## src/rtl/tf_gen_ctrl.sv

```systemverilog
// Sequencer for the twiddle-factor engine: seeds the limb shift register, issues
// one modular-multiply iteration per limb, and hands each batch downstream via valid/ready.
module tf_gen_ctrl #(
  parameter int LIMBS  = 4,
  parameter int MM_LAT = 4,
  parameter int CNT_W  = 8
) (
  input  logic             clk,
  input  logic             rst_n,
  input  logic             start,
  input  logic [1:0]       seed_sel,
  input  logic [CNT_W-1:0] num_tf,
  input  logic             clr,
  input  logic             tf_ready,
  output logic             load,
  output logic [1:0]       sel_sr,
  output logic             en,
  output logic             vld,
  output logic             sel_mm,
  output logic             tf_valid,
  output logic             busy,
  output logic             done,
  output logic [2:0]       dbg_state
);

  localparam int LIMB_W = $clog2(LIMBS + 1);
  localparam int WAIT_W = (MM_LAT > 1) ? $clog2(MM_LAT) : 1;

  typedef enum logic [2:0] {
    S_IDLE  = 3'd0,
    S_LOAD  = 3'd1,
    S_ISSUE = 3'd2,
    S_WAIT  = 3'd3,
    S_OUT   = 3'd4,
    S_FIN   = 3'd5
  } state_e;

  state_e             state_q, state_d;
  logic [LIMB_W-1:0]  limb_cnt_q, limb_cnt_d;
  logic [CNT_W-1:0]   batch_cnt_q, batch_cnt_d;
  logic [WAIT_W-1:0]  wait_cnt_q, wait_cnt_d;
  logic [1:0]         seed_q, seed_d;
  logic [CNT_W-1:0]   num_q, num_d;
  logic [LIMB_W-1:0]  limb_inc;
  logic [CNT_W-1:0]   batch_inc;

  // tf_valid/tf_ready: a batch transfers in any cycle where both are high;
  // tf_valid stays asserted and the engine idle until that happens.

  assign limb_inc  = limb_cnt_q + LIMB_W'(1);
  assign batch_inc = batch_cnt_q + CNT_W'(1);

  always_comb begin
    state_d     = state_q;
    limb_cnt_d  = limb_cnt_q;
    batch_cnt_d = batch_cnt_q;
    wait_cnt_d  = wait_cnt_q;
    seed_d      = seed_q;
    num_d       = num_q;
    case (state_q)
      S_IDLE: begin
        if (start) begin
          seed_d  = seed_sel;
          num_d   = num_tf;
          state_d = (num_tf == '0) ? S_FIN : S_LOAD;
        end
      end
      S_LOAD: begin
        limb_cnt_d  = '0;
        batch_cnt_d = '0;
        state_d     = S_ISSUE;
      end
      S_ISSUE: begin
        limb_cnt_d = limb_inc;
        if (MM_LAT == 1) begin
          state_d = (limb_inc < LIMB_W'(LIMBS)) ? S_ISSUE : S_OUT;
        end else begin
          wait_cnt_d = WAIT_W'(MM_LAT - 1);
          state_d    = S_WAIT;
        end
      end
      S_WAIT: begin
        wait_cnt_d = wait_cnt_q - WAIT_W'(1);
        if (wait_cnt_q == WAIT_W'(1))
          state_d = (limb_cnt_q < LIMB_W'(LIMBS)) ? S_ISSUE : S_OUT;
      end
      S_OUT: begin
        // LIMBS rotations bring the shift register back to the seed, so no reload.
        if (tf_ready) begin
          batch_cnt_d = batch_inc;
          limb_cnt_d  = '0;
          state_d     = (batch_inc == num_q) ? S_FIN : S_ISSUE;
        end
      end
      S_FIN:   state_d = S_IDLE;
      default: state_d = S_IDLE;
    endcase
    if (clr) begin
      state_d     = S_IDLE;
      limb_cnt_d  = '0;
      batch_cnt_d = '0;
      wait_cnt_d  = '0;
      seed_d      = seed_q;
      num_d       = num_q;
    end
  end

  always_ff @(posedge clk or negedge rst_n) begin
    if (!rst_n) begin
      state_q     <= S_IDLE;
      limb_cnt_q  <= '0;
      batch_cnt_q <= '0;
      wait_cnt_q  <= '0;
      seed_q      <= '0;
      num_q       <= '0;
    end else begin
      state_q     <= state_d;
      limb_cnt_q  <= limb_cnt_d;
      batch_cnt_q <= batch_cnt_d;
      wait_cnt_q  <= wait_cnt_d;
      seed_q      <= seed_d;
      num_q       <= num_d;
    end
  end

  // Outputs are decoded from the next state and registered, so they line up with state_q.
  always_ff @(posedge clk or negedge rst_n) begin
    if (!rst_n) begin
      load     <= 1'b0;
      sel_sr   <= 2'b00;
      en       <= 1'b0;
      vld      <= 1'b0;
      sel_mm   <= 1'b0;
      tf_valid <= 1'b0;
      busy     <= 1'b0;
      done     <= 1'b0;
    end else begin
      load     <= (state_d == S_LOAD);
      sel_sr   <= (state_d == S_IDLE) ? 2'b00 : seed_d;
      en       <= (state_d == S_ISSUE);
      vld      <= (state_d == S_ISSUE);
      sel_mm   <= (state_d == S_ISSUE) && (limb_cnt_d != '0);
      tf_valid <= (state_d == S_OUT);
      busy     <= (state_d != S_IDLE);
      done     <= (state_d == S_FIN);
    end
  end

  assign dbg_state = state_q;

endmodule

```

## config.mk

```make
export PLATFORM = sky130hd
export DESIGN_NAME = tf_gen_ctrl
export DESIGN_NICKNAME = d
export VERILOG_FILES = /design/src/rtl/tf_gen_ctrl.sv
export SDC_FILE = /design/constraint.sdc
export NUM_CORES = 1
export LEC_CHECK = 0
export ABC_AREA = 1
export BUFFER_PORTS_ARGS = -buffer_cell sky130_fd_sc_hd__clkbuf_2
export CAP_MARGIN = 10
export CORE_UTILIZATION = 45
export DETAILED_ROUTE_END_ITERATION = 7
export PLACE_DENSITY = 0.67
export SLEW_MARGIN = 20
export SYNTH_ARGS = -nofsm -noshare
export SYNTH_HDL_FRONTEND = slang
export SYNTH_SLANG_ARGS = --single-unit
```

## constraint.sdc

```tcl
create_clock -name clk -period 2.6 [get_ports clk]
set_clock_uncertainty 0.15 [all_clocks]
set_input_delay 0.52 -clock clk [delete_from_list [all_inputs] [get_ports clk]]
set_output_delay 0.52 -clock clk [all_outputs]
set_load 0.02 [all_outputs]
```

== After elaboration in Yosys (flattened, before gate mapping) ==
Cells that the tools add are included.
W data, S select, Z words.

* Input bits: 15
* Memory bits (read-only): 0
* Output and inout bits: 12
* Logic and storage cells: 59
* RAM bits: 0
* Memories: 0
* Register bits after elaboration: 34
* Latch bits: 0

* Shift-type cells: 0
* Divide/modulo/power cells: 0
* Bitwise gates (word level): 1
* Reduce and logical (&&, ||, !) cells: 10
* Equality and inequality tests: 11
* Multipliers: 0
* $add $sub $neg: 3
* Magnitude comparators: 1
* Muxes and demuxes: 20

{| class="wikitable"
|+ Operators with widths
! operator !! number
|-
| $mux W3 || 9
|-
| $mux W8 || 2
|-
| $pmux W8 S2 || 1
|-
| $pmux W3 S5 || 1
|-
| $reduce_bool A3 Y1 || 4
|-
| $mux W2 || 5
|-
| $eq A3 B2 Y1 const B || 3
|-
| $eq A3 B3 Y1 const B || 3
|-
| $pmux W3 S3 || 1
|-
| $add A8 B1 Y8 const B || 1
|-
| $eq A8 B8 Y1 || 1
|-
| $logic_not A8 Y1 || 1
|-
| $eq A3 B1 Y1 const B || 2
|-
| $logic_not A3 Y1 || 2
|-
| $pmux W2 S2 || 1
|-
| $add A3 B1 Y3 const B || 1
|-
| $lt A3 B3 Y1 const B || 1
|-
| $ne A3 B3 Y1 const B || 1
|-
| $reduce_and A3 Y1 || 1
|-
| $eq A2 B1 Y1 const B || 1
|-
| $reduce_and A2 Y1 || 1
|-
| $sub A2 B1 Y2 const B || 1
|-
| $logic_and A1 B1 Y1 || 1
|-
| $not A1 Y1 || 1
|}

== Logic depth before layout (Yosys ltp) ==
* Depth in word-level cells: 8
* Depth in mapped cells: 17
* Depth with buffers taken out: 17

== Worst setup path after synthesis ==
Ideal clock, no wire load.

* Path kind: register -> register
* Start: reg batch_cnt_q[0]
* End: reg sel_sr[0]
* Path buffers: 0
* Arrival time: 1.647 ns
* Period minus slack after synthesis: 1.910 ns
* Required time: 2.337 ns
* Library setup time: 0.113 ns
* Cell stages (with the launch flop): 16
* Slack: 0.690 ns
* Path through: dfrtp_1 ha_1 nand2_1 nor2_2 nand3_1 nand2_1 nand2_1 nand2_1 nor2_1 nand3_1 nand2_2 o21ai_1 nand2_2 nand3_2 nand2_1 inv_1

* Cells in the longest elaborated chain, start to end: 8

{| class="wikitable"
|+ RTL lines
! item !! line !! RTL
|-
| start: declaration || 40 || <nowiki>logic [CNT_W-1:0] batch_cnt_q, batch_cnt_d;</nowiki>
|-
| start signal: assignment || 119 || <nowiki>batch_cnt_q <= batch_cnt_d;</nowiki>
|-
| $add A8 B1 Y8 || 51 || <nowiki>assign batch_inc = batch_cnt_q + CNT_W'(1);</nowiki>
|-
| $eq A8 B8 Y1 || 92 || <nowiki>state_d = (batch_inc == num_q) ? S_FIN : S_ISSUE;</nowiki>
|-
| $mux W3 || 92 ||
|-
| $mux W3 || 89 || <nowiki>if (tf_ready) begin</nowiki>
|-
| $pmux W3 S5 || 60 || <nowiki>case (state_q)</nowiki>
|-
| $mux W3 || 98 || <nowiki>if (clr) begin</nowiki>
|-
| $logic_not A3 Y1 || 139 || <nowiki>sel_sr <= (state_d == S_IDLE) ? 2'b00 : seed_d;</nowiki>
|-
| $mux W2 || 139 ||
|-
| end signal: assignment || 139 ||
|-
| end: declaration || 16 || <nowiki>output logic [1:0] sel_sr,</nowiki>
|}

Every way passes these cells.
A chain may end at the register's enable or synchronous reset.

== Final worst setup path ==
* Start: reg batch_cnt_q[0]
* End: reg sel_sr[1]

The elaborated chain is that of the path after synthesis.

==> results.cfg <==
[cells_and_area]
finish.instance_area_mm2 = 0.00203
final_util_pct = 55.0
antennaDiodeCount = 0
drive_above_1_share_pct = 23.6
area_delta_synth_final_pct = 16.6
final_nets = 259

[logic_synthesis]
async_flop_share_pct = 100
yosysMostFrequentCell = nand2_1
synth_area_leaders = dfrtp_1, nand2_1, inv_1
netlist_top_cells_count = nand2_1, dfrtp_1, inv_1, nand3_1, nor2_1
ys_seq_elements = 34
ys_seq_area_share_pct = 48.9
synth_edf_count = 0
synth_cells = 208
syn_area_per_cell_um2 = 8.36
synth.top_cell.area_share_pct = 48.9
ys_warn_count = 0
synth_area_mm2 = 0.00174
yosysTopAreaCell = dfrtp_1
synthFlopType = dfrtp_1
synth_fp_nets = 226
synth_cell_type_count = 30

[detailed_routing]
drtIter0Drc = 61
post-route-drc-count = 0
routedWlPerCell_um = 12.4
dr.pass1.iters = 4
detail-route-antenna-nets = 0
wl_um = 3600
routed_via_density = 4.96
vias = 1439

[floorplanning]
core_area_mm2 = 0.00369
start_util_pct = 47.2
die_w_um = 64.2
die_y_um = 64.2
core.rowCount = 22
io_pins = 27
die_area_mm2 = 0.00412

[sta]
maxSlewHeadroom_pct = 44.6
max_freq_mhz = 467
whs_ns = 0.159
hold_viol_final = 0
fin_crit_ns = 2.14
tightest_slew_ns = 0.832
grt_setup_unrepaired = false
post-route-period-util_pct = 82.4
fin_setup_tns_ns = 0
finalSetupViolCount = 0
drv_slew = 0

[global_route]
grt_pass1_vias = 1341
grt_pass1_wl_um = 6280
grt-ovfl-total = 0
grt_max_degree = 35
grt_usage_pct = 20.5
antenna_found_initial = 0

[critical_path]
r2r-start = batch_cnt_q[0]
crit_family = simple AND/OR/NAND/NOR gates
cp_num_buf_inv = 1
path_class = reg -> reg
r2r-end = sel_sr[1]
required_ns = 2.65
critPathCaptureType = flop
reg2reg_depth = 14
cp_max_fo = 7
critPathLaunch = batch_cnt_q[0]
startpoint_type = flop
r2r_slack_ns = 0.46
crit_path_top_delay_cell = dfrtp_1
path_cells = ha_1 -> nand3_1 -> o21ai_1 -> nand2_1 -> nand2_1 -> nand2_1 -> nor2_1 -> nand3_1 -> nand2_2 -> o21ai_1 -> nand2_2 -> nand3_2 -> nand2_1 -> inv_1
crit_top_cell = nand2_1
slowest_delay_ns = 0.47
worstPathArrival_ns = 2.19

[placement]
gp_congestion = 0.952
hpwl_um = 2700
place_area_mm2 = 0.00193
portBuffers = 26

[clock_network]
root_buffer = clkbuf_8
cts_hold_buffers = 0
tritoncts = yes
cts.repair.resized = 0
clockBufferDepth = 2
h-tree-depth = 2
cts_made_buffers = 5
insertion_delay_ns = 0.30
cts_num_sinks = 34
post-cts-setup-buffers = 0
path_clk_slew_ns = 0.07

[power_and_ir_drop]
p_leak_uw = 0.00106
peakVddDrop_uv = 392
power.density_mw_per_mm2 = 652

[flow_run]
drv_cap = 0

[run_status]
status = completed

[hold_path]
hold_class = in -> async
[cell usage in the layout (no fill, tap or decap), types with 2 or more instances in the layout]
cell,count
nand2_1,45
dfrtp_1,34
inv_1,31
clkbuf_2,26
nand3_1,20
nor2_1,17
nand2_2,6
a21oi_1,6
mux2_2,6
clkbuf_8,6
nor3_1,5
o21ai_0,5
o22ai_1,4
ha_1,3
o21ai_1,2
nor2_2,2
inv_2,2
nor2_4,2
nand3b_1,2
nand3_2,2
nor4_1,2
a211oi_1,2
buf_4,2
[layout make-up]
class                   count  area (um^2)
well taps                  48         60.1
flip-flops and latches     34          851
repair buffers             28          145
multi-input cells         139          753
clock inverters             2         12.5
clock buffers               6         82.6
inverters                  33          124
fillers                   363         1660
[through the flow]
step | setup WS [ns] | std cells | power (uW)
2_1_floorplan | 0.690 | 208 | 833
3_3_place_gp | 0.513 | 282 | 917
3_5_place_dp | 0.458 | 282 | 921
4_1_cts | 0.454 | 290 | 1340
5_1_grt | 0.185 | 290 | 1400
6_report | 0.458 | 290 | 1320
[logic make-up (layout without fill, tap and decap cells)]
group,after synthesis,count (layout),share of synthesized area [%]
simple gates,104,104,27.8
buf+inv,35,69,7.77
compound gates,24,24,8.42
mux,6,6,3.88
xor+xnor,2,2,1.01
fa+ha+maj,3,3,2.16
flops,34,34,48.9
[layer usage]
metal | wire [um] | share of wire [%] | global-route usage (%)
met3 | 135 | 3.8 | 4.82
met2 | 1600 | 44 | 30.5
met1 | 1790 | 50 | 28.4
met4 | 68 | 1.9 | 9.17
met5 | 0 | 0 | 0
[how the worst max path moves through the flow]
stage                     cells after the start         to
after floorplan                              15  sel_sr[0]
final                                        14  sel_sr[1]
after detailed placement                     14  sel_sr[1]
after CTS                                    14  sel_sr[1]
after global routing                         14  sel_sr[0]
after global placement                       14  sel_sr[1]
[report_power, final]
group          switching (uW)  internal (uW)  leakage, uW
combinational             162            106     0.000571
sequential               41.2            599     0.000441
clock                     200            213    0.0000472
total                     404            918      0.00106
[flip-flops by register name, summed over array words and instances (netlist names), 2 cells and up]
signal,cells
dbg_state,3
wait_cnt_q,2
limb_cnt_q,3
batch_cnt_q,8
sel_sr,2
num_q,8
seed_q,2
[worst register-to-register path: stages (launching register included)]
cell and delay [ns]:
dfrtp_1 0.47, ha_1 0.22, nand3_1 0.11, o21ai_1 0.17, nand2_1 0.09, nand2_1 0.06
nand2_1 0.04, nor2_1 0.12, nand3_1 0.10, nand2_2 0.09, o21ai_1 0.07, nand2_2 0.13
nand3_2 0.11, nand2_1 0.07, inv_1 0.03
(Power assumes the default switching activity.)
